`src/rtl/shift_alu_datapath.sv`:
```
// Multi-cycle register-file datapath: a valid/ready instruction is taken in IDLE,
// then it runs through FETCH, EXEC (SHLN takes one cycle per bit) and WB.
module shift_alu_datapath #(
  parameter int WIDTH = 8,
  parameter int NREG = 4,
  localparam int RW = $clog2(NREG)
) (
  input  logic             clk,
  input  logic             reset_n,
  input  logic             in_valid,
  output logic             in_ready,
  input  logic [2:0]       opcode,
  input  logic [RW-1:0]    rd,
  input  logic [RW-1:0]    rs,
  input  logic [WIDTH-1:0] imm,
  output logic             done,
  output logic [WIDTH-1:0] result,
  output logic             zero,
  output logic             carry,
  output logic [WIDTH-1:0] out,
  input  logic [RW-1:0]    dbg_sel,
  output logic [WIDTH-1:0] dbg_data
);

  localparam int CW = $clog2(WIDTH + 1);
  localparam logic [CW-1:0] N_MAX = CW'(WIDTH);

  localparam logic [1:0] S_IDLE  = 2'd0;
  localparam logic [1:0] S_FETCH = 2'd1;
  localparam logic [1:0] S_EXEC  = 2'd2;
  localparam logic [1:0] S_WB    = 2'd3;

  localparam logic [2:0] OP_LDI  = 3'd0;
  localparam logic [2:0] OP_MOV  = 3'd1;
  localparam logic [2:0] OP_XOR  = 3'd2;
  localparam logic [2:0] OP_AND  = 3'd3;
  localparam logic [2:0] OP_ADD  = 3'd4;
  localparam logic [2:0] OP_SHL  = 3'd5;
  localparam logic [2:0] OP_SHLN = 3'd6;
  localparam logic [2:0] OP_NOP  = 3'd7;

  logic [1:0]       state;
  logic [WIDTH-1:0] regs [NREG];
  logic [2:0]       op_q;
  logic [RW-1:0]    rd_q;
  logic [RW-1:0]    rs_q;
  logic [WIDTH-1:0] imm_q;
  logic [WIDTH-1:0] tmp;
  logic [WIDTH-1:0] b_q;
  logic [CW-1:0]    cnt;
  logic             sh_carry;
  logic [WIDTH-1:0] result_q;
  logic [CW-1:0]    n_amt;
  logic [WIDTH:0]   sum;
  logic [WIDTH-1:0] wb_val;
  logic             wb_carry;
  logic             wb_write;

  // Handshake: a transfer happens on a rising edge where in_valid && in_ready;
  // in_ready is high only in IDLE and never while reset_n is low.
  assign in_ready = (state == S_IDLE) && reset_n;
  assign done     = (state == S_WB);
  assign wb_write = (state == S_WB) && (op_q != OP_NOP);
  assign result   = wb_write ? wb_val : result_q;
  assign out      = regs[0];
  assign dbg_data = regs[dbg_sel];

  // Shift amount saturates at WIDTH so the counter never needs more than CW bits.
  assign n_amt = (imm_q > WIDTH'(WIDTH)) ? N_MAX : imm_q[CW-1:0];
  assign sum   = {1'b0, tmp} + {1'b0, b_q};

  always_comb begin
    wb_val   = tmp;
    wb_carry = 1'b0;
    case (op_q)
      OP_LDI:  wb_val = imm_q;
      OP_MOV:  wb_val = b_q;
      OP_XOR:  wb_val = tmp ^ b_q;
      OP_AND:  wb_val = tmp & b_q;
      OP_ADD:  begin
        wb_val   = sum[WIDTH-1:0];
        wb_carry = sum[WIDTH];
      end
      OP_SHL:  begin
        wb_val   = b_q << 1;
        wb_carry = b_q[WIDTH-1];
      end
      OP_SHLN: begin
        wb_val   = tmp;
        wb_carry = sh_carry;
      end
      default: wb_val = tmp;
    endcase
  end

  always_ff @(posedge clk) begin
    if (!reset_n) begin
      state    <= S_IDLE;
      op_q     <= OP_NOP;
      rd_q     <= '0;
      rs_q     <= '0;
      imm_q    <= '0;
      tmp      <= '0;
      b_q      <= '0;
      cnt      <= '0;
      sh_carry <= 1'b0;
      result_q <= '0;
      zero     <= 1'b0;
      carry    <= 1'b0;
      for (int i = 0; i < NREG; i++) regs[i] <= '0;
    end else begin
      case (state)
        S_IDLE: begin
          if (in_valid) begin
            op_q  <= opcode;
            rd_q  <= rd;
            rs_q  <= rs;
            imm_q <= imm;
            state <= S_FETCH;
          end
        end
        S_FETCH: begin
          tmp      <= regs[rd_q];
          b_q      <= regs[rs_q];
          cnt      <= n_amt;
          sh_carry <= 1'b0;
          state    <= S_EXEC;
        end
        S_EXEC: begin
          // SHLN stays here max(n,1) cycles, shifting one bit per cycle.
          if ((op_q == OP_SHLN) && (cnt != '0)) begin
            tmp      <= tmp << 1;
            sh_carry <= tmp[WIDTH-1];
            cnt      <= cnt - CW'(1);
          end
          if ((op_q != OP_SHLN) || (cnt <= CW'(1))) state <= S_WB;
        end
        default: begin
          if (op_q != OP_NOP) begin
            regs[rd_q] <= wb_val;
            result_q   <= wb_val;
            zero       <= (wb_val == '0);
            carry      <= wb_carry;
          end
          state <= S_IDLE;
        end
      endcase
    end
  end

endmodule

```
`config.mk`:
```
export PLATFORM = sky130hd
export DESIGN_NAME = shift_alu_datapath
export DESIGN_NICKNAME = d
export VERILOG_FILES = /design/src/rtl/shift_alu_datapath.sv
export SDC_FILE = /design/constraint.sdc
export NUM_CORES = 1
export LEC_CHECK = 0
export ABC_AREA = 1
export CORE_UTILIZATION = 45
export CTS_BUF_LIST = sky130_fd_sc_hd__clkbuf_4
export CTS_CLUSTER_DIAMETER = 30
export DETAILED_ROUTE_END_ITERATION = 10
export DONT_BUFFER_PORTS = 1
export PLACE_DENSITY_LB_ADDON = 0.1
export SLEW_MARGIN = 20
export SYNTH_ARGS = -nofsm -noshare
export SYNTH_HDL_FRONTEND = slang
export SYNTH_SLANG_ARGS = --single-unit
```
`constraint.sdc`:
```
create_clock -name clk -period 6 [get_ports clk]
set_input_delay 0 -clock clk [delete_from_list [all_inputs] [get_ports clk]]
set_output_delay 0 -clock clk [all_outputs]
set_load 0.02 [all_outputs]
```
=== Yosys cells after proc, flatten, opt, wreduce, memory -nomap -nowiden ===
Memory sizes are Yosys's and may differ from the RTL's. A register that Yosys moved wholly into a read port is not among the register bits.
Cells that the tools add are included.

* Memories: 1
* Bits of input ports: 20
* Bits in writable memories: 32
* Logic and storage cells: 72
* Bits in registers: 40

* $lt $le $gt $ge: 2
* Reduce and logical (&&, ||, !) cells: 16
* Add/sub/neg operators: 2
* Equality and inequality tests: 14
* Bitwise operators: 3
* Multiplexer cells: 23

{| class="wikitable"
|+ Memories
! memory !! depth !! width !! read ports !! clocked after memory_dff !! wr ports !! line !! source
|-
| regs || 4 || 8 || 4 || 2 || 4 || 43 || <nowiki>logic [WIDTH-1:0] regs [NREG];</nowiki>
|}

{| class="wikitable"
|+ Operator list
! kind !! count
|-
| 8-bit one-hot mux with 6 select lines || 1
|-
| 8-bit 2-to-1 mux || 3
|-
| 8-bit one-hot mux with 2 select lines || 1
|-
| 2-bit 2-to-1 mux || 5
|-
| 8-bit by 8-bit adder with 9-bit output || 1
|-
| 3-bit == test (second input constant) || 3
|-
| 8-bit AND || 1
|-
| 8-bit by 4-bit greater-than comparator with 1-bit output (second input constant) || 1
|-
| 8-bit logical NOT || 1
|-
| 4-bit 2-to-1 mux || 2
|-
| 4-bit one-hot mux with 2 select lines || 1
|-
| 2-bit AND reduction || 4
|-
| 8-bit OR reduction || 1
|-
| 8-bit XOR || 1
|-
| 1-bit 2-to-1 mux || 7
|-
| 3-bit by 2-bit == test with 1-bit output (second input constant) || 2
|-
| 2-bit != test (second input constant) || 3
|-
| 3-bit != test (second input constant) || 2
|-
| 2-bit one-hot mux with 3 select lines || 1
|-
| 2-bit == test (second input constant) || 2
|-
| 4-bit by 1-bit <= comparator with 1-bit output (second input constant) || 1
|-
| 4-bit nonzero test || 1
|-
| 4-bit by 1-bit subtractor with 4-bit output (second input constant) || 1
|-
| 3-bit by 1-bit == test with 1-bit output (second input constant) || 1
|-
| 11 further kinds || 13
|}

=== Depth between registers and ports, before layout ===
Gate-level depths: netlist of the first run.

* Depth in word-level cells: 7
* Depth in mapped cells: 14
* Depth with buffers taken out: 14

=== Least setup slack after synthesis of the first run ===
No wires, ideal clock.

* Path kind: register to output
* Start point: reg tmp[0]
* End point: out result[6]
* Data arrival time: 2012 ps
* Buffers on the path: 0
* Stages on the path, launching flop included: 13
* Data required time: 6000 ps
* Slack: 3988 ps
* Cell sequence: dfxtp_1 > ha_1 > inv_1 > fa_1 > inv_1 > nand2_1 > nand2_1 > nand3_1 > nand3_1 > nand3_1 > nand2_1 > nand2_1 > o21ai_0

* Word-level cells in the longest chain between the ends: 3

{| class="wikitable"
|+ Ends and longest elaborated chain
! item !! line !! source
|-
| from (decl) || 48 || <nowiki>logic [WIDTH-1:0] tmp;</nowiki>
|-
| from (signal assigned) || 123 || <nowiki>tmp <= regs[rd_q];</nowiki>
|-
| from (signal assigned) || 132 || <nowiki>tmp <= tmp << 1;</nowiki>
|-
| 8-bit by 8-bit adder with 9-bit output || 70 || <nowiki>assign sum = {1'b0, tmp} + {1'b0, b_q};</nowiki>
|-
| 8-bit one-hot mux with 6 select lines || 75 || <nowiki>case (op_q)</nowiki>
|-
| 8-bit 2-to-1 mux || 64 || <nowiki>assign result = wb_write ? wb_val : result_q;</nowiki>
|-
| to (decl) || 17 || <nowiki>output logic [WIDTH-1:0] result,</nowiki>
|}

No other way between the ends.

=== Final worst setup path of the first run ===
Same ends and word-level chain as after synthesis.

==> out/qor_table.md, run 1 <==
| Stage | Result | This run |
|:---|:---|:---|
| status | Status | finished clean |
| drt | Antenna Violating Nets Remaining | 0 |
| grt | Initial antenna violation count | 0 |
| yosys | Adder-cell share of the synthesized area | 4.228% |
| clock network | Clock latency on the worst-skew pair | 480 ps |
| clock network | Total number of clock tree sinks | 82 |
| clock network | Clk Tree Root Cell | sky130_fd_sc_hd__clkbuf_4 |
| drt | Total wire length after detailed routing | 14740 um |
| floorplanning | Die extent in x | 106.5 um |
| setup path | Type of the setup path with the least slack | flop to output pin |
| floorplanning | Initial core utilization | 46.95% |
| final layout | Area used by multi-input combinational logic | 2452 um^2 |
| floorplanning | Area inside the core boundary | 10460 um^2 |
| yosys | Yosys Warn Count | 0 |
| clock network | Buffer depth of the longest clock path | 2 |
| power | Leak pwr | 2.364 nW |
| sta | Minimum clock period | 2899 ps |
| yosys | Syn_nets | 726 |
| setup path | Peak per-stage delay on the critical path | 590 ps |
| clock network | CTS buffer count | 9 |
| yosys | Parity-gate share of the synthesized area counting xor and xnor cells | 0.1783% |
| setup path | Cell-by-cell trace of the critical path | ha_1 > inv_1 > fa_1 > inv_1 > nand2_1 > nand2_1 > nand3_1 > nand3_1 > nand3_1 > nand2_1 > nand2_1 > o21ai_0 |
| setup path | Worst path bufs/invs | 2 |
| yosys | Mean Syn Cell Area | 7.119 um^2 |
| setup path | Data arrival time of the worst path | 2900 ps |
| sta | Final WS setup | 3101 ps |
| setup path | Type of origin of the critical path | flop |
| sta | Fin. max-slew vios | 0 |
| yosys | Proportion of synthesized area in mux cells | 0% |
| final layout | Number of fill cells | 1078 |
| grt | GRT overflow | 0 |
| yosys | Top post-synthesis cells by area | sky130_fd_sc_hd__dfxtp_1 20%, sky130_fd_sc_hd__edfxtp_1 20%, sky130_fd_sc_hd__o21ai_0 9.7%, sky130_fd_sc_hd__nand2_1 9.6%, sky130_fd_sc_hd__a21oi_1 6.9% |
| yosys | Mapped Cells | 690 |
| setup path | Family with the most delay on the worst path | simple AND/OR/NAND/NOR gates |
| sta | RSZ-0062 raised after global routing | no |
| grt | Vias in the first global route | 4471 |
| placement | Total half-perimeter wirelength after legalization and detailed placement | 10790 um |
| setup path | Critical path endpoint category | output pin |
| clock network | Post-CTS Resized | 0 |
| clock network | Post-CTS Repair Setup Buffers | 0 |
| drt | Drt via density | 5.708 |
| final layout | Non-filler cells, final | 837 |
| sta | Post-route fraction of the period consumed by the critical path | 48.31% |
| sta | Endpoints failing hold | 0 |
| run | Count of maximum capacitance violations | 0 |
| final layout | Nets | 732 |
| drt | Total via count in the routed design | 4778 |
| drt | DRC violations left | 0 |
| drt | 1st-iter DRT viols | 441 |
| clock network | Clock Pin Slew Worst Setup and Hold Paths | 130 ps |
| placement | Post-Place Worst Slack | 3445 ps |
| clock network | CTS tree | built |
| placement | Placer Congestion | 0.9802 |
| grt | All-Layer GR Usage | 27.74% |
| setup path | Required arrival time at the worst endpoint | 6000 ps |
| grt | Largest net degree at the start of global routing | 37 |
| yosys | Area fraction in and, or, nand and nor cells after synthesis | 24.45% |
| drt | Per-cell routed wire length | 17.61 um |
| yosys | Compound-cell area share of the yosys netlist | 21.06% |
| yosys | Cell area after synthesis | 4912 um^2 |
| drt | First drt pass iteration count | 5 |
| sta | Sum of negative setup slack | 0 ps |
| clock network | Post-CTS Hold Buffers | 21 |
| floorplanning | Ports | 48 |
| sta | Worst setup skew after layout | 28.91 ps |
| yosys | Synth top area share | 20.38% |
| yosys | Largest area contributor in the netlist | sky130_fd_sc_hd__dfxtp_1 |
| grt | First-pass GRT wire length | 23640 um |
| clock network | Total number of H-tree levels | 3 |
| yosys | Flop and latch count out of synthesis | 82 |
| floorplanning | Die area | 11340 um^2 |
| floorplanning | Row Count | 37 |
| floorplanning | Vert. Die Dim | 106.5 um |
| final layout | Layout cells sized above 1 | 6.990% |
| power | Total power per unit cell area | 409.9 nW/um^2 |
| setup path | Largest fanout of any net on the critical path | 5 |
| final layout | Finished Core Util | 50.63% |
| yosys | Part of the Yosys area used for sequential elements | 39.94% |
| min path | Hold/Removal Path Class | primary input to output pin |
| yosys | Number of library cell types mapped by synthesis | 39 |
| sta | Transition time at the pin with the least slew margin | 1032 ps |
| setup path | Standard cell with the maximum stage delay on the critical path | sky130_fd_sc_hd__o21ai_0 |
| sta | Number of setup violations in the final report | 0 |
| setup path | Most frequent cell on the critical path | sky130_fd_sc_hd__nand2_1 |
| final layout | Sequential cell area | 1962 um^2 |
| final layout | Growth of design area from synthesis to finish | 7.845% |
| final layout | Inserted Diodes | 0 |
| power | VDD IR max | 167.1 uV |
| yosys | Largest family of logic cells by synthesized area | simple AND/OR/NAND/NOR gates |
| sta | Worst slew margin relative to its limit | 30.67% |
| sta | Maximum clock frequency | 345.0 MHz |
| placement | Number of input and output port buffers inserted | 0 |
| placement | Placed Instances | 800 |
## flip-flops by register name, summed over array words and instances (netlist names), named ones only
name,count
regs,32
b_q,8
imm_q,8
result_q,8
tmp,8
cnt,4
op_q,3
rd_q,2
rs_q,2
state,2
carry,1
sh_carry,1
zero,1
## report_power, final
group          internal [mW]  switching (mW)
registers              0.700           0.186
clock network         0.0951           0.225
logic                  0.300           0.667
## metal layers
layer,wire (um),global-route usage [%],vias to the layer above
met3,1283,4.660,38
met5,0,0,-
met1,6773,39.59,2236
met2,6167,40.58,199
li1,-,-,2305
met4,515,13.21,0
## path summary, 6_finish.rpt
path / startpoint / endpoint / slack (ps) / depth (start not counted)
min: reset_n / in_ready / 150 / 2
min reg2reg: result_q[6] / result_q[6] / 470 / 2
max: tmp[0] / result[6] / 3100 / 12
max reg2reg: op_q[2] / regs[3][7] / 3360 / 8
## logic make-up (layout without fill, tap and decap cells)
logic type      after synthesis  count (layout)
xor+xnor                      1               1
buf+inv                     124             135
flops                        82              82
fa+ha+maj                    16              16
simple gates                272             272
compound gates              195             195
## cells in the final DEF, fill, tap and decap left out, types with 2 or more instances in the layout
master / instances
sky130_fd_sc_hd__ha_1: 15
sky130_fd_sc_hd__dfxtp_1: 50
sky130_fd_sc_hd__clkbuf_4: 10
sky130_fd_sc_hd__a21oi_1: 68
sky130_fd_sc_hd__o21ai_0: 95
sky130_fd_sc_hd__nor3_1: 3
sky130_fd_sc_hd__nand3_1: 38
sky130_fd_sc_hd__a31oi_1: 3
sky130_fd_sc_hd__o221ai_1: 2
sky130_fd_sc_hd__inv_1: 84
sky130_fd_sc_hd__or2_2: 3
sky130_fd_sc_hd__nor2_1: 74
sky130_fd_sc_hd__nand2_2: 4
sky130_fd_sc_hd__nor2_2: 3
sky130_fd_sc_hd__edfxtp_1: 32
sky130_fd_sc_hd__inv_2: 12
sky130_fd_sc_hd__o211ai_1: 7
sky130_fd_sc_hd__dlygate4sd3_1: 20
sky130_fd_sc_hd__nand2_1: 125
sky130_fd_sc_hd__nor2_4: 3
sky130_fd_sc_hd__inv_6: 4
sky130_fd_sc_hd__o21ai_1: 14
sky130_fd_sc_hd__o21a_1: 2
sky130_fd_sc_hd__nand4_1: 13
## synth_stat cells
library cell,number
sky130_fd_sc_hd__nand3_1,38
sky130_fd_sc_hd__nand4_1,13
sky130_fd_sc_hd__inv_1,84
sky130_fd_sc_hd__or3_1,1
sky130_fd_sc_hd__o211ai_1,7
sky130_fd_sc_hd__clkinv_1,1
sky130_fd_sc_hd__a31oi_1,3
sky130_fd_sc_hd__o21bai_1,1
sky130_fd_sc_hd__o21ai_1,14
sky130_fd_sc_hd__a211oi_4,1
sky130_fd_sc_hd__o21ai_0,95
sky130_fd_sc_hd__o22ai_1,1
sky130_fd_sc_hd__xor2_1,1
sky130_fd_sc_hd__clkbuf_1,18
sky130_fd_sc_hd__a21oi_1,68
sky130_fd_sc_hd__or2_2,3
sky130_fd_sc_hd__nand2_1,125
sky130_fd_sc_hd__nor2_4,3
sky130_fd_sc_hd__o21bai_2,1
sky130_fd_sc_hd__nor3_4,1
sky130_fd_sc_hd__nand2_4,1
sky130_fd_sc_hd__buf_1,2
sky130_fd_sc_hd__nor3_1,3
sky130_fd_sc_hd__nor2_2,3
sky130_fd_sc_hd__dfxtp_1,50
sky130_fd_sc_hd__o221ai_1,2
sky130_fd_sc_hd__nand3_2,1
sky130_fd_sc_hd__ha_1,15
sky130_fd_sc_hd__nand2_2,4
sky130_fd_sc_hd__edfxtp_1,32
sky130_fd_sc_hd__fa_1,1
sky130_fd_sc_hd__nor2_8,1
sky130_fd_sc_hd__inv_4,1
sky130_fd_sc_hd__o21a_1,2
sky130_fd_sc_hd__buf_6,2
sky130_fd_sc_hd__nor2_1,74
sky130_fd_sc_hd__inv_2,12
sky130_fd_sc_hd__nand3b_1,1
sky130_fd_sc_hd__buf_4,4
## cell type report
| class | instances | area share (%) |
|---|---|---|
| multi-input combinational | 484 | 46.29 |
| sequential | 82 | 37.03 |
| inverter | 98 | 6.991 |
| timing repair buffer | 21 | 4.157 |
| tap | 136 | 3.212 |
| clock buffer | 10 | 1.417 |
| clock inverter | 6 | 0.8975 |
## per-stage QoR
step,hold WS (ps),power (mW),cell area [um^2]
after floorplan,130.4,1.552,4912
after global placement,105.2,1.810,4955
after detailed placement,107.8,1.814,4955
after CTS,149.9,2.154,5298
after global routing,157.1,2.331,5298
final,147.1,2.172,5298
(Power assumes the default switching activity.)
==> inputs of run 2 (changes only) <==
--- a/config.mk
+++ b/config.mk
@@ -5,7 +5,7 @@
 export SDC_FILE = /design/constraint.sdc
 export NUM_CORES = 1
 export LEC_CHECK = 0
-export ABC_AREA = 1
+export ABC_AREA = 0
 export CORE_UTILIZATION = 45
 export CTS_BUF_LIST = sky130_fd_sc_hd__clkbuf_4
 export CTS_CLUSTER_DIAMETER = 30
==> constraint.sdc (replaced) <==
create_clock -name clk -period 2.8 [get_ports clk]
set_input_delay 0 -clock clk [delete_from_list [all_inputs] [get_ports clk]]
set_output_delay 0 -clock clk [all_outputs]
set_load 0.02 [all_outputs]
==> run 2 against run 1 <==
Effect of this change: the run now ends with negative hold slack left; worst setup slack lost 3000 ps; total power grew 100%; area after synthesis fell by 4.3%; clock skew decreased by 18 ps; non-clock buffer count grew 22.
==> out/qor_table.md, run 2 <==
| Stage | Result | This run | vs previous |
|:---|:---|:---|:---|
| grt | Vias in the first global route | 3582 | -20% |
| final layout | Finished Core Util | 52.74% | +2.1 points |
| run | Count of maximum capacitance violations | 0 | unchanged |
| grt | First-pass GRT wire length | 19180 um | -19% |
| yosys | Synth cell count leaders | 74 x sky130_fd_sc_hd__nand2_1, 50 x sky130_fd_sc_hd__dfxtp_1, 47 x sky130_fd_sc_hd__nor2_1 |  |
| setup path | Worst path bufs/invs | 2 | unchanged |
| clock network | Total number of H-tree levels | 3 | unchanged |
| clock network | Total number of clock tree sinks | 82 | unchanged |
| final layout | Leading cell type in the layout, fill and taps excluded | sky130_fd_sc_hd__nand2_1 |  |
| yosys | Flop and latch count out of synthesis | 82 | unchanged |
| floorplanning | Die extent in x | 104.2 um | -2.1% |
| sta | Worst slew margin relative to its limit | 57.07% | +26 points |
| final layout | Sequential cell area | 1967 um^2 | +0.26% |
| placement | Number of input and output port buffers inserted | 0 | unchanged |
| sta | Number of setup violations in the final report | 0 | unchanged |
| floorplanning | Vert. Die Dim | 104.2 um | -2.1% |
| power | VDD IR max | 390.6 uV | +130% |
| setup path | Data arrival time of the worst path | 2660 ps | -240 ps |
| floorplanning | Die area | 10860 um^2 | -4.2% |
| drt | First drt pass iteration count | 5 | unchanged |
| clock network | Clock Pin Slew Worst Setup and Hold Paths | 140 ps | about the same |
| sta | Sum of negative setup slack | 0 ps | unchanged |
| grt | GRT overflow | 0 | unchanged |
| drt | Per-cell routed wire length | 19.12 um | +8.6% |
| placement | Total half-perimeter wirelength after legalization and detailed placement | 8793 um | -19% |
| drt | Total wire length after detailed routing | 12040 um | -18% |
| final layout | Number of fill cells | 932 | -14% |
| setup path | Critical path endpoint category | output pin |  |
| setup path | Standard cell with the maximum stage delay on the critical path | sky130_fd_sc_hd__dfxtp_2 |  |
| status | Status | finished with violations |  |
| drt | Total via count in the routed design | 3735 | -22% |
| yosys | Syn_nets | 505 | -30% |
| drt | 1st-iter DRT viols | 176 | -60% |
| power | Leak pwr | 2.015 nW | -15% |
| yosys | Cell area after synthesis | 4703 um^2 | -4.3% |
| setup path | Largest fanout of any net on the critical path | 4 | -1 |
| yosys | Primary flip-flop cell chosen by synthesis mapping | sky130_fd_sc_hd__dfxtp_1 |  |
| clock network | Buffer depth of the longest clock path | 2 | unchanged |
| setup path | Cell-by-cell trace of the critical path | ha_2 > inv_1 > fa_1 > nand2b_1 > a21o_1 > a21oi_2 > xor2_1 > a21oi_2 > o21ai_1 > buf_4 |  |
| yosys | Part of the Yosys area used for sequential elements | 41.71% | +1.8 points |
| yosys | Top post-synthesis cells by area | sky130_fd_sc_hd__dfxtp_1 21%, sky130_fd_sc_hd__edfxtp_1 20%, sky130_fd_sc_hd__mux4_2 12%, sky130_fd_sc_hd__nand2_1 5.9%, sky130_fd_sc_hd__ha_1 4.0% |  |
| sta | Maximum clock frequency | 376.5 MHz |  |
| setup path | Type of the setup path with the least slack | flop to output pin |  |
| floorplanning | Initial core utilization | 47.25% | +0.30 points |
| grt | Initial antenna violation count | 0 | unchanged |
| final layout | Growth of design area from synthesis to finish | 11.63% |  |
| final layout | Largest reg by FF count | regs |  |
| yosys | Most numerous cell in the Yosys netlist | sky130_fd_sc_hd__nand2_1 |  |
| sta | Minimum clock period | 2656 ps |  |
| setup path | Peak per-stage delay on the critical path | 390 ps | -200 ps |
| drt | DRC violations left | 0 | unchanged |
| setup path | Most frequent cell on the critical path | sky130_fd_sc_hd__a21oi_2 |  |
| final layout | Nets | 528 | -28% |
| final layout | Area used by multi-input combinational logic | 2551 um^2 | +4.0% |
| floorplanning | Area inside the core boundary | 9955 um^2 | -4.9% |
| power | Total power per unit cell area | 829.7 nW/um^2 | +100% |
| final layout | Layout cells sized above 1 | 17.30% | +10 points |
| placement | Placer Congestion | 0.8822 | -10% |
| sta | RSZ-0062 raised after global routing | no |  |
| grt | Largest net degree at the start of global routing | 40 | +8.1% |
| setup path | Required arrival time at the worst endpoint | 2800 ps | -3200 ps |
| yosys | Number of library cell types mapped by synthesis | 54 | +38% |
| sta | Worst setup skew after layout | 11.40 ps | -17.52 ps |
| clock network | CTS tree | built |  |
| final layout | Inserted Diodes | 0 | unchanged |
| yosys | Yosys Warn Count | 0 | unchanged |
| final layout | Largest register FFs | 32 | unchanged |
| sta | Post-route fraction of the period consumed by the critical path | 94.86% |  |
| final layout | Top library cells by usage in the layout, fill and taps aside | 74 x sky130_fd_sc_hd__nand2_1, 47 x sky130_fd_sc_hd__nor2_1, 46 x sky130_fd_sc_hd__dfxtp_1 |  |
| yosys | Mean Syn Cell Area | 10.03 um^2 | +41% |
| floorplanning | Row Count | 36 | -2.7% |
| power | Total Power | 4.356 mW | +100% |
| sta | Fin. max-slew vios | 0 | unchanged |
| sta | Worst hold-check slack | -0.5135 ps | -147.6 ps |
| min path | Hold/Removal Path Class | primary input to flop |  |
| drt | Antenna Violating Nets Remaining | 0 | unchanged |
| clock network | CTS buffer count | 9 | unchanged |
| yosys | Largest area contributor in the netlist | sky130_fd_sc_hd__dfxtp_1 |  |
| clock network | Clk Tree Root Cell | sky130_fd_sc_hd__clkbuf_4 |  |
| yosys | Synth top area share | 21.28% | +0.91 points |
| sta | Transition time at the pin with the least slew margin | 637.3 ps | -394.7 ps |
| grt | All-Layer GR Usage | 23.04% | -4.7 points |
| setup path | Family with the most delay on the worst path | compound AO/OA/AOI/OAI gates |  |
| sta | Endpoints failing hold | 1 | +1 |
| yosys | Synth async-reset ratio | 0% | unchanged |
| clock network | Clock latency on the worst-skew pair | 450 ps | -30 ps |
| yosys | Count of flip-flops with a built-in enable after synthesis | 32 | unchanged |
| status | Failing checks | negative hold slack |  |
| drt | Drt via density | 5.929 | +3.9% |
| floorplanning | Ports | 48 | unchanged |
| yosys | Mapped Cells | 469 | -32% |
| setup path | Type of origin of the critical path | flop |  |
run 2: cell count changes in the layout (fill, tap and decap cells not counted), sizes merged, moves of 15 or more:
cell	change
o21ai	-86
inv	-84
nand2	-56
a21oi	-54
nor2	-33
mux4	+25
nand3	-25
buf	+23
a21boi	+15
run 2: worst register-to-register path: cells and delay by family (launching register included):
family,cells,cell delay [ps]
AO/OA/AOI/OAI,3,600
XOR/XNOR,1,100
adder cells (fa/ha/maj),2,590
buffers and inverters,2,240
flip-flops,1,390
AND/OR/NAND/NOR,2,250
run 2: power breakdown:
| part | internal [mW] | switching [mW] | leakage, nW | total (mW) |
|---|---|---|---|---|
| Clock | 0.202 | 0.445 | 0.0611 | 0.648 |
| Sequential | 1.43 | 0.311 | 0.741 | 1.74 |
| Combinational | 0.821 | 1.14 | 1.21 | 1.96 |
run 2: final timing paths:
check	from	endpoint	slack (ps)	cells past startpoint
max	b_q[0]	result[6]	140	10
min	reset_n	regs[1][0]	-0.5	1
max reg2reg	b_q[0]	regs[1][6]	420	10
min reg2reg	result_q[7]	result_q[7]	470	1
run 2: layer usage:
| layer | vias to the layer above | part of all wire, % | global-route usage, % |
|---|---|---|---|
| met5 | - | 0 | 0 |
| met4 | 0 | 2.5 | 9.490 |
| met3 | 25 | 5.8 | 5.201 |
| met2 | 110 | 47 | 37.52 |
| met1 | 1825 | 44 | 29.56 |
| li1 | 1775 | - | - |
run 2: stage by stage:
step	setup slack [ps]	cell area (um^2)	std cells
final	143.8	5250	630
after global routing	3.674	5250	630
after CTS	1.583	5205	628
after detailed placement	351.9	4858	591
after global placement	437.9	4858	591
after floorplan	518.1	4703	469
run 2: area by class of cell:
| cell class | count | share of cell area (%) |
|---|---|---|
| Inverter | 15 | 1.072 |
| Timing Repair Buffer | 43 | 7.293 |
| Tap cell | 133 | 3.170 |
| Multi-Input combinational cell | 341 | 48.59 |
| Clock buffer | 10 | 1.430 |
| Sequential cell | 82 | 37.46 |
| Clock inverter | 6 | 0.9771 |
run 2: timing repair:
action | CTS | global route
hold buffers | 20 | 0
pin swaps | 1 | 1
cloned | 0 | 0
resized for setup | 1 | 11
endpoints found under the hold margin | 48 | 0
setup endpoints to repair | 1 | 5
buffers inserted | 1 | 2
run 2: logic make-up after synthesis:
group | after synthesis | share of synthesized area, %
AO/OA/AOI/OAI | 112 | 17.66
XOR/XNOR | 2 | 0.3725
adder cells (fa/ha/maj) | 16 | 4.416
buffers and inverters | 46 | 4.629
flip-flops | 82 | 41.71
multiplexers | 36 | 14.31
AND/OR/NAND/NOR | 175 | 16.89
==> inputs of run 3 (changes only) <==
--- a/config.mk
+++ b/config.mk
@@ -5,12 +5,12 @@
 export SDC_FILE = /design/constraint.sdc
 export NUM_CORES = 1
 export LEC_CHECK = 0
-export ABC_AREA = 0
+export ABC_AREA = 1
+export BUFFER_PORTS_ARGS = -buffer_cell sky130_fd_sc_hd__buf_2
 export CORE_UTILIZATION = 45
 export CTS_BUF_LIST = sky130_fd_sc_hd__clkbuf_4
 export CTS_CLUSTER_DIAMETER = 30
 export DETAILED_ROUTE_END_ITERATION = 10
-export DONT_BUFFER_PORTS = 1
 export PLACE_DENSITY_LB_ADDON = 0.1
 export SLEW_MARGIN = 20
 export SYNTH_ARGS = -nofsm -noshare
==> run 3 against run 2 <==
Effect of this change: critical path depth rose by 1; hold slack improved by 290 ps; clock skew rose by 7.6 ps; sequential power rose by 7%; via count rose by 29%; wire length rose by 26%; total power rose by 8.7%; the run now ends clean; clock power rose by 3.9%; flip-flop and latch count did not move; cell area rose by 5.7%; core utilization rose by 0.32 points; combinational power rose by 12%.
==> out/qor_table.md, run 3 (same netlist as run 1, synthesis figures left out) <==
| Stage | Result | This run | vs previous |
|:---|:---|:---|:---|
| status | Status | finished clean |  |
| floorplanning | Initial core utilization | 46.95% | -0.30 points |
| setup path | Family with the most delay on the worst path | simple AND/OR/NAND/NOR gates |  |
| power | Proportion of power drawn by combinational gates | 46.6% | +1.5 points |
| sta | Worst slew margin relative to its limit | 58.82% | +1.8 points |
| floorplanning | Area inside the core boundary | 10460 um^2 | +5.1% |
| setup path | Type of origin of the critical path | flop |  |
| sta | Number of setup violations in the final report | 0 | unchanged |
| floorplanning | Row Count | 37 | +2.8% |
| setup path | Standard cell with the maximum stage delay on the critical path | sky130_fd_sc_hd__dfxtp_1 |  |
| power | Total power per unit cell area | 852.8 nW/um^2 | +2.8% |
| setup path | Internal reg-to-reg setup slack | 330 ps | -90 ps |
| final layout | Growth of design area from synthesis to finish | 13.02% |  |
| grt | Vias in the first global route | 4371 | +22% |
| sta | Minimum clock period | 2678 ps | +21.48 ps |
| clock network | Clock latency on the worst-skew pair | 470 ps | +20 ps |
| clock network | Total number of clock tree sinks | 82 | unchanged |
| floorplanning | Die extent in x | 106.5 um | +2.2% |
| setup path | Worst path bufs/invs | 2 | unchanged |
| final layout | Layout cells sized above 1 | 14.13% | -3.2 points |
| setup path | Launch point of the worst reg-to-reg path | state[0] |  |
| setup path | Data arrival time of the worst path | 2680 ps | +20 ps |
| grt | First-pass GRT wire length | 23960 um | +25% |
| clock network | Clk Tree Root Cell | sky130_fd_sc_hd__clkbuf_4 |  |
| clock network | CTS tree | built |  |
| sta | Transition time at the pin with the least slew margin | 617.0 ps | -20.28 ps |
| final layout | Area used by multi-input combinational logic | 2462 um^2 | -3.5% |
| placement | Number of input and output port buffers inserted | 47 | +47 |
| sta | Final WS setup | 122.3 ps | -21.48 ps |
| power | Total Power | 4.734 mW | +8.7% |
| power | Clock group share of total power | 14.2% | -0.7 points |
| min path | Hold/Removal Path Class | primary input to flop |  |
| setup path | Worst flop-to-flop path endpoint | cnt[2] |  |
| min path | Hold path start | opcode[0] |  |
| final layout | Largest reg by FF count | regs |  |
| final layout | Top library cells by usage in the layout, fill and taps aside | 123 x sky130_fd_sc_hd__nand2_1, 93 x sky130_fd_sc_hd__o21ai_0, 84 x sky130_fd_sc_hd__inv_1 |  |
| sta | RSZ-0062 raised after global routing | no |  |
| power | Leak pwr | 2.596 nW | +29% |
| setup path | Cell-by-cell trace of the critical path | ha_1 > nand2_1 > inv_1 > a21oi_1 > nand2_1 > nand2_1 > nand3_1 > nand2_1 > nand2_1 > o21ai_0 > buf_2 |  |
| drt | 1st-iter DRT viols | 411 | +130% |
| setup path | Largest fanout of any net on the critical path | 5 | +1 |
| grt | Initial antenna violation count | 1 | +1 |
| setup path | Peak per-stage delay on the critical path | 480 ps | +90 ps |
| floorplanning | Die area | 11340 um^2 | +4.4% |
| power | Switching share of total power | 49.30% | +5.7 points |
| final layout | Nets | 781 | +48% |
| placement | Placer Congestion | 1.006 | +14% |
| sta | Worst setup skew after layout | 19.04 ps | +7.642 ps |
| final layout | Sequential cell area | 1969 um^2 | +0.13% |
| drt | Drt via density | 5.427 | -8.5% |
| drt | Total wire length after detailed routing | 15220 um | +26% |
| final layout | Finished Core Util | 53.06% | +0.32 points |
| setup path | Most frequent cell on the critical path | sky130_fd_sc_hd__nand2_1 |  |
| sta | Worst hold-check slack | 284.5 ps | +285.1 ps |
| sta | Post-route fraction of the period consumed by the critical path | 95.63% | +0.77 points |
| min path | Worst hold path depth | 4 | +3 |
| setup path | Reg2Reg Depth | 8 | -2 |
| power | VDD IR max | 457.0 uV | +17% |
| final layout | Number of fill cells | 1078 | +16% |
| sta | Endpoints failing hold | 0 | -1 |
| placement | Post-Place Worst Slack | 379.3 ps | +27.45 ps |
| drt | DRC violations left | 0 | unchanged |
| placement | Total half-perimeter wirelength after legalization and detailed placement | 11500 um | +31% |
| clock network | Total number of H-tree levels | 3 | unchanged |
| power | Seq pwr share | 39.2% | -0.8 points |
| drt | Antenna Violating Nets Remaining | 0 | unchanged |
| final layout | Largest register FFs | 32 | unchanged |
| grt | All-Layer GR Usage | 28.31% | +5.3 points |
| power | Switch Pwr | 2.334 mW | +23% |
| grt | Largest net degree at the start of global routing | 37 | -7.5% |
| clock network | CTS buffer count | 9 | unchanged |
| sta | Sum of negative setup slack | 0 ps | unchanged |
| setup path | Critical path endpoint category | output pin |  |
| setup path | Required arrival time at the worst endpoint | 2800 ps | about the same |
| min path | Hold Path End | op_q[0] |  |
| sta | Fin. max-slew vios | 0 | unchanged |
| sta | Maximum clock frequency | 373.5 MHz | -0.80% |
| clock network | Buffer depth of the longest clock path | 2 | unchanged |
| drt | First drt pass iteration count | 6 | +1 |
| drt | Total via count in the routed design | 4814 | +29% |
| setup path | Type of the setup path with the least slack | flop to output pin |  |
| clock network | Clock Pin Slew Worst Setup and Hold Paths | 150 ps | about the same |
| grt | GRT overflow | 0 | unchanged |
| drt | Per-cell routed wire length | 17.16 um | -10% |
| run | Count of maximum capacitance violations | 0 | unchanged |
| power | Total internal power | 2.400 mW | -2.3% |
| floorplanning | Vert. Die Dim | 106.5 um | +2.2% |
| final layout | Leading cell type in the layout, fill and taps excluded | sky130_fd_sc_hd__nand2_1 |  |
| floorplanning | Ports | 48 | unchanged |
run 3: cell count changes in the layout (fill, tap and decap cells not counted), sizes merged, moves of 29 or more:
| cell | change |
|---|---|
| inv | +85 |
| o21ai | +86 |
| buf | +29 |
| a21oi | +54 |
| nand2 | +56 |
| nor2 | +33 |
run 3: how the worst max path moves through the flow:
| stage | from | end | slack (ps) | cells past startpoint |
|---|---|---|---|---|
| floorplan | tmp[0] | result[6] | 790 | 12 |
| CTS | tmp[0] | result[4] | 10 | 12 |
| global placement | state[0] | cnt[3] | 460 | 8 |
| global route | b_q[6] | result[7] | 0.9 | 11 |
| detailed placement | state[0] | cnt[3] | 380 | 8 |
| finish | b_q[6] | result[7] | 120 | 11 |
run 3: repair_timing:
item                       CTS  global route
hold buffers                17             0
hold endpoints to repair    21             0
setup buffers                0             1
gates resized for setup      1             9
setup endpoints to repair    1             4
run 3: area by class of cell:
cell class | count | share of cell area [%]
clock inverter | 7 | 1.059
clock buffer | 9 | 1.217
multi-input combinational | 484 | 44.35
tap | 136 | 3.065
sequential | 82 | 35.47
inverter | 98 | 6.671
antenna | 1 | 0.04508
timing repair buffer | 70 | 8.114
run 3: stage by stage:
step / cell area (um^2) / cells
2_1_floorplan: 4912 / 690
3_3_place_gp: 5228 / 852
3_5_place_dp: 5228 / 852
4_1_cts: 5527 / 885
5_1_grt: 5552 / 887
6_report: 5552 / 887
run 3: metal layers:
| layer | global-route usage, % | vias up | wire length [um] |
|---|---|---|---|
| li1 | - | 2408 | - |
| met1 | 40.64 | 2213 | 7241 |
| met2 | 40.91 | 170 | 6470 |
| met3 | 6.315 | 23 | 1120 |
| met4 | 11.55 | 0 | 390 |
| met5 | 0 | - | 0 |
run 3: power groups by stage:
stage               Sequential (mW)  Combinational [mW]  Clock, mW
finish                         1.86                2.20      0.673
detailed placement             1.87                2.12          0
CTS                            1.85                2.16      0.690
global route                   1.90                2.47      0.732
global placement               1.87                2.11          0
floorplan                      1.71                1.61          0
run 3: tightest hold or removal path, cell delays in order:
cell and delay (ps):
sky130_fd_sc_hd__dlygate4sd3_1 520, sky130_fd_sc_hd__buf_2 100, sky130_fd_sc_hd__nand2_1 40, sky130_fd_sc_hd__o211ai_1 60
